<file path="src/rtl/enable_burst_gen.sv">
// Drives a downstream counter's enable with programmable bursts separated by gaps.
// Optional macro ENABLE_BURST_EXPECT_EN adds expected_count, a model of the 4-bit counter.
module enable_burst_gen #(
    parameter int LEN_W = 8,
    parameter int NB_W  = 4
) (
    input  logic             clk,
    input  logic             reset,
    input  logic             start,
    input  logic             abort,
    input  logic [LEN_W-1:0] burst_len,
    input  logic [LEN_W-1:0] gap_len,
    input  logic [NB_W-1:0]  num_bursts,
    output logic             enable,
    output logic             busy,
    output logic             done,
    output logic             aborted,
    output logic [NB_W-1:0]  burst_idx
`ifdef ENABLE_BURST_EXPECT_EN
    ,
    output logic [3:0]       expected_count
`endif
);

    localparam logic [1:0] IDLE  = 2'd0;
    localparam logic [1:0] BURST = 2'd1;
    localparam logic [1:0] GAP   = 2'd2;
    localparam logic [1:0] DONE  = 2'd3;

    logic [1:0]       state;
    logic [LEN_W-1:0] cnt;
    logic [LEN_W-1:0] burst_len_q;
    logic [LEN_W-1:0] gap_len_q;
    logic [NB_W-1:0]  num_bursts_q;

    // cnt holds the cycles still to run in the current BURST/GAP after this one
    always_ff @(posedge clk or negedge reset) begin
        if (!reset) begin
            state        <= IDLE;
            cnt          <= '0;
            burst_len_q  <= '0;
            gap_len_q    <= '0;
            num_bursts_q <= '0;
            enable       <= 1'b0;
            busy         <= 1'b0;
            done         <= 1'b0;
            aborted      <= 1'b0;
            burst_idx    <= '0;
        end else begin
            case (state)
                IDLE: begin
                    if (start) begin
                        burst_len_q  <= burst_len;
                        gap_len_q    <= gap_len;
                        num_bursts_q <= num_bursts;
                        aborted      <= 1'b0;
                        burst_idx    <= '0;
                        if (burst_len == '0 || num_bursts == '0) begin
                            state <= DONE;
                            done  <= 1'b1;
                        end else begin
                            state  <= BURST;
                            enable <= 1'b1;
                            busy   <= 1'b1;
                            cnt    <= burst_len - 1'b1;
                        end
                    end
                end
                BURST: begin
                    if (abort) begin
                        state   <= DONE;
                        enable  <= 1'b0;
                        busy    <= 1'b0;
                        done    <= 1'b1;
                        aborted <= 1'b1;
                    end else if (cnt == '0) begin
                        if (burst_idx == num_bursts_q - 1'b1) begin
                            state  <= DONE;
                            enable <= 1'b0;
                            busy   <= 1'b0;
                            done   <= 1'b1;
                        end else if (gap_len_q != '0) begin
                            state  <= GAP;
                            enable <= 1'b0;
                            cnt    <= gap_len_q - 1'b1;
                        end else begin
                            // zero gap: bursts merge and enable never drops
                            burst_idx <= burst_idx + 1'b1;
                            cnt       <= burst_len_q - 1'b1;
                        end
                    end else begin
                        cnt <= cnt - 1'b1;
                    end
                end
                GAP: begin
                    if (abort) begin
                        state   <= DONE;
                        busy    <= 1'b0;
                        done    <= 1'b1;
                        aborted <= 1'b1;
                    end else if (cnt == '0) begin
                        state     <= BURST;
                        enable    <= 1'b1;
                        burst_idx <= burst_idx + 1'b1;
                        cnt       <= burst_len_q - 1'b1;
                    end else begin
                        cnt <= cnt - 1'b1;
                    end
                end
                default: begin
                    state <= IDLE;
                    done  <= 1'b0;
                end
            endcase
        end
    end

`ifdef ENABLE_BURST_EXPECT_EN
    // Mirrors the downstream counter: clears on accepted start, counts enabled edges
    always_ff @(posedge clk or negedge reset) begin
        if (!reset) begin
            expected_count <= 4'd0;
        end else if (state == IDLE && start) begin
            expected_count <= 4'd0;
        end else if (enable) begin
            expected_count <= expected_count + 4'd1;
        end
    end
`endif

endmodule

</file>
<file path="config.mk">
export PLATFORM = sky130hd
export DESIGN_NAME = enable_burst_gen
export DESIGN_NICKNAME = d
export VERILOG_FILES = /design/src/rtl/enable_burst_gen.sv
export SDC_FILE = /design/constraint.sdc
export NUM_CORES = 1
export LEC_CHECK = 0
export ABC_AREA = 1
export ABC_CLOCK_PERIOD_IN_PS = 2300
export BUFFER_PORTS_ARGS = -buffer_cell sky130_fd_sc_hd__buf_2
export CORE_ASPECT_RATIO = 1.4
export CORE_MARGIN = 8
export CORE_UTILIZATION = 35
export CTS_CLUSTER_DIAMETER = 80
export DETAILED_ROUTE_END_ITERATION = 10
export GPL_ROUTABILITY_DRIVEN = 0
export PLACE_DENSITY = 0.52
export SLEW_MARGIN = 20
export SYNTH_ARGS = -nofsm -noshare
export SYNTH_HDL_FRONTEND = slang
export SYNTH_SLANG_ARGS = --single-unit
</file>
<file path="constraint.sdc">
create_clock -name clk -period 2.3 [get_ports clk]
set_clock_uncertainty 0.1 [all_clocks]
set_input_delay 0.115 -clock clk [delete_from_list [all_inputs] [get_ports clk]]
set_output_delay 0.115 -clock clk [all_outputs]
set_load 0.02 [all_outputs]
</file>
==> run_summary.xml <==
<?xml version="1.0" encoding="UTF-8"?>
<metrics>
  <group name="sta">
    <metric name="timing.slew.headroom" unit="%">42.1</metric>
    <metric name="final-max-slew-violation-count" unit="">0</metric>
    <metric name="finalWorstPathRequiredPeriod" unit="ns">2.04</metric>
    <metric name="grt_setup_unrepaired" unit="">no</metric>
    <metric name="worst_slack" unit="ns">0.263</metric>
    <metric name="worst-slew-pin-transition" unit="ns">0.868</metric>
    <metric name="fin_setup_tns" unit="ns">0</metric>
    <metric name="hold_violations" unit="">0</metric>
    <metric name="maximum_clock_frequency" unit="GHz">0.491</metric>
    <metric name="finalSetupViolations" unit="">0</metric>
    <metric name="post-route-period-util" unit="%">88.6</metric>
  </group>
  <group name="worst_hold_path">
    <metric name="hp-class" unit="">primary input to register</metric>
  </group>
  <group name="floorplan">
    <metric name="initial_core_util" unit="%">35.5</metric>
    <metric name="floorplan.die_area" unit="um2">11800</metric>
    <metric name="die_width" unit="um">94.0</metric>
    <metric name="floorplan.rows" unit="">40</metric>
    <metric name="io_pins" unit="">32</metric>
    <metric name="core_region_area" unit="um2">8410</metric>
    <metric name="chipHeight" unit="um">125</metric>
  </group>
  <group name="detailed_routing">
    <metric name="postRouteAntennaNets" unit="">0</metric>
    <metric name="post_drt_via_cell_ratio" unit="">4.77</metric>
    <metric name="initialDrtViolationCount" unit="">170</metric>
    <metric name="routed_wirelength" unit="mm">7.71</metric>
    <metric name="wl_per_cell" unit="um">13.1</metric>
    <metric name="post-route-drc-count" unit="">0</metric>
    <metric name="route.vias.total" unit="">2804</metric>
    <metric name="drt-pass1-iter-count" unit="">4</metric>
  </group>
  <group name="cts">
    <metric name="clockRootBuffer" unit="">sky130_fd_sc_hd__clkbuf_16</metric>
    <metric name="insertion_delay" unit="ns">0.29</metric>
    <metric name="cts-root-to-sink-buffers" unit="">2</metric>
    <metric name="cts-buffers-inserted" unit="">5</metric>
    <metric name="tritoncts" unit="">yes</metric>
    <metric name="cts_htree_levels" unit="">2</metric>
    <metric name="clock-sinks" unit="">38</metric>
    <metric name="cts_post_setup_buffers_inserted" unit="">0</metric>
    <metric name="clk_pin_slew_worst_paths" unit="ns">0.06</metric>
  </group>
  <group name="synthesis">
    <metric name="syn_inst" unit="">441</metric>
    <metric name="synth_async_sr_flop_share" unit="%">100</metric>
    <metric name="post_synth_instance_area" unit="um2">2980</metric>
    <metric name="syn_nets" unit="">478</metric>
    <metric name="postSynth.topFlopCell" unit="">sky130_fd_sc_hd__dfrtp_1</metric>
    <metric name="synth_enable_flop_cells" unit="">0</metric>
    <metric name="synth.ff_latch_count" unit="">38</metric>
    <metric name="synth.distinct_cells" unit="">36</metric>
    <metric name="synth-warning-count" unit="">0</metric>
    <metric name="postSynthAreaPerCell" unit="um2">6.76</metric>
    <metric name="synth_sequential_area_ratio" unit="%">31.9</metric>
  </group>
  <group name="setup_path">
    <metric name="crit_required" unit="ns">2.38</metric>
    <metric name="timing.setup.critical_path_class" unit="">primary input to register</metric>
    <metric name="cp_data_arrival_time" unit="ns">2.12</metric>
    <metric name="timing.critical_path.to_type" unit="">register</metric>
    <metric name="critical_path.max_fanout" unit="">11</metric>
    <metric name="critPathLaunchType" unit="">primary input</metric>
  </group>
  <group name="run_status">
    <metric name="run_status" unit="">complete, no violations</metric>
  </group>
  <group name="final_layout">
    <metric name="n_antenna_cell" unit="">0</metric>
    <metric name="synthToLayoutAreaGrowth" unit="%">16.9</metric>
    <metric name="layout.cell_area.non_filler" unit="um2">3490</metric>
    <metric name="number_of_nets_in_the_layout" unit="">519</metric>
    <metric name="nFillCells" unit="">935</metric>
    <metric name="layout_cell_share_with_drive_strength_beyond_1" unit="%">18.0</metric>
  </group>
  <group name="pwr">
    <metric name="power-per-cell-area" unit="nW/um2">1410</metric>
    <metric name="vdd.ir_drop.worst" unit="mV">0.484</metric>
    <metric name="power.total" unit="mW">4.92</metric>
    <metric name="leakage" unit="nW">1.85</metric>
  </group>
  <group name="global_routing">
    <metric name="first_pass_grt_wire_length" unit="mm">13.3</metric>
    <metric name="grt_start_max_net_pins" unit="">39</metric>
    <metric name="track_usage" unit="%">14.1</metric>
    <metric name="number_of_antenna_violations_at_the_first_check_in_global_routing" unit="">0</metric>
    <metric name="grt_overflow_total" unit="">0</metric>
    <metric name="via_count_of_the_first_global_routing_pass" unit="">2947</metric>
  </group>
  <group name="placed_design">
    <metric name="postPlaceCellArea" unit="um2">3230</metric>
    <metric name="detailed_place_hpwl" unit="mm">6.02</metric>
    <metric name="place.port_buffers" unit="">31</metric>
    <metric name="pre_cts_setup_slack" unit="ns">0.302</metric>
  </group>
  <group name="job">
    <metric name="max_cap_violations" unit="">0</metric>
  </group>
</metrics>
==> final timing paths <==
kind	startpoint	to	slack, ns	cells past startpoint
worst max-delay path	burst_len[0]	cnt[6]	0.26	14
worst max register to register	state[0]	cnt[2]	0.32	8
worst min register to register	busy	busy	0.37	2
worst min-delay path	num_bursts[1]	num_bursts_q[1]	0.004	3
min in group asynchronous	reset	num_bursts_q[1]	0.38	2
max in group asynchronous	reset	cnt[5]	1.17	2
==> cells by family after synthesis <==
group	after synthesis	share of synthesized area, %
mux	1	0.378
buf+inv	73	9.99
fa+ha+maj	13	5.46
simple gates	244	38.2
compound gates	61	10.9
flops	38	31.9
xor+xnor	11	3.23
==> report_power, final <==
part | switching (mW) | internal (mW) | total [mW]
registers | 0.293 | 0.990 | 1.28
logic | 1.89 | 1.04 | 2.93
clock network | 0.284 | 0.430 | 0.715
==> cell usage in the layout (no fill, tap or decap), types with 2 or more instances in the layout <==
| cell type | Yosys | layout |
|---|---|---|
| sky130_fd_sc_hd__a21oi_1 | 22 | 22 |
| sky130_fd_sc_hd__a21oi_2 | 2 | 2 |
| sky130_fd_sc_hd__buf_2 | 1 | 31 |
| sky130_fd_sc_hd__buf_4 | 0 | 4 |
| sky130_fd_sc_hd__clkbuf_16 | 0 | 5 |
| sky130_fd_sc_hd__dfrtp_1 | 38 | 38 |
| sky130_fd_sc_hd__dlygate4sd3_1 | 0 | 10 |
| sky130_fd_sc_hd__ha_1 | 13 | 13 |
| sky130_fd_sc_hd__inv_1 | 57 | 57 |
| sky130_fd_sc_hd__inv_2 | 4 | 4 |
| sky130_fd_sc_hd__nand2_1 | 132 | 132 |
| sky130_fd_sc_hd__nand2_2 | 15 | 14 |
| sky130_fd_sc_hd__nand2_4 | 1 | 2 |
| sky130_fd_sc_hd__nand3_1 | 33 | 33 |
| sky130_fd_sc_hd__nand3_2 | 2 | 2 |
| sky130_fd_sc_hd__nand4_1 | 4 | 4 |
| sky130_fd_sc_hd__nor2_1 | 34 | 34 |
| sky130_fd_sc_hd__nor2_2 | 8 | 8 |
| sky130_fd_sc_hd__nor2_4 | 5 | 5 |
| sky130_fd_sc_hd__nor3_1 | 2 | 2 |
| sky130_fd_sc_hd__o21ai_0 | 22 | 22 |
| sky130_fd_sc_hd__o21ai_1 | 11 | 11 |
| sky130_fd_sc_hd__or2_2 | 3 | 3 |
| sky130_fd_sc_hd__xnor2_1 | 3 | 3 |
| sky130_fd_sc_hd__xor2_1 | 8 | 8 |
==> stage by stage <==
stage                     hold WS, ns  std cells  utilization (%)
after floorplan                -0.281        441                -
after global placement          0.202        570             38.5
after detailed placement        0.208        570             38.5
after CTS                     0.00213        588             41.4
after global routing           0.0305        588             41.5
final                         0.00389        588             41.5
==> critical path, cell delays in order <==
cell	delay (ns)
sky130_fd_sc_hd__dlygate4sd3_1	0.53
sky130_fd_sc_hd__buf_2	0.13
sky130_fd_sc_hd__inv_1	0.15
sky130_fd_sc_hd__ha_1	0.17
sky130_fd_sc_hd__nor3b_1	0.24
sky130_fd_sc_hd__nand2_2	0.12
sky130_fd_sc_hd__nand2_2	0.07
sky130_fd_sc_hd__nand2_2	0.06
sky130_fd_sc_hd__nand2_2	0.10
sky130_fd_sc_hd__nor2_4	0.05
sky130_fd_sc_hd__nand2_4	0.13
sky130_fd_sc_hd__inv_1	0.11
sky130_fd_sc_hd__nand2_1	0.08
sky130_fd_sc_hd__nand2_1	0.04
==> registers in the layout, summed over array words and instances (netlist names) <==
name	cells
burst_idx	4
done	1
enable	1
state	2
gap_len_q	8
num_bursts_q	4
busy	1
burst_len_q	8
aborted	1
cnt	8
==> metal layers <==
layer,track usage [%],part of all wire [%],up-vias
met2,25.3,52,57
met1,15.0,41,1269
met3,2.69,3.8,16
li1,-,-,1462
met4,6.84,3.2,0
met5,0,0,-
==> synthesized netlist by cell type (3+ instances only) <==
cell type                  instances  share of area (%)
sky130_fd_sc_hd__nor2_2            8                1.7
sky130_fd_sc_hd__xor2_1            8                2.4
sky130_fd_sc_hd__nand2_2          15                3.1
sky130_fd_sc_hd__nand3_1          33                5.5
sky130_fd_sc_hd__buf_6             3                1.1
sky130_fd_sc_hd__nor2_1           34                4.3
sky130_fd_sc_hd__o21ai_1          11                1.8
sky130_fd_sc_hd__nor2_4            5                1.9
sky130_fd_sc_hd__dfrtp_1          38                 32
sky130_fd_sc_hd__nand2_1         132                 17
sky130_fd_sc_hd__inv_1            57                7.2
sky130_fd_sc_hd__or2_2             3               0.63
sky130_fd_sc_hd__xnor2_1           3               0.88
sky130_fd_sc_hd__a21oi_1          22                3.7
sky130_fd_sc_hd__clkbuf_1          6               0.76
sky130_fd_sc_hd__ha_1             13                5.5
sky130_fd_sc_hd__o21ai_0          22                3.7
sky130_fd_sc_hd__inv_2             4               0.50
sky130_fd_sc_hd__nand4_1           4               0.84
==> timing repair <==
action,4_1_cts,5_1_grt
gates resized for setup,0,1
hold endpoints to repair,47,0
hold buffers,10,0
setup endpoints to repair,0,4
==> cell type report <==
class	count	area (um2)	area share, %
multi-input cells	330	1740	49.9
flip-flops and latches	38	951	27.3
clock buffers	7	143	4.09
clock inverters	1	5.00	0.144
repair buffers	45	285	8.18
inverters	62	233	6.68
well taps	105	131	3.77
(Power assumes the default switching activity.)
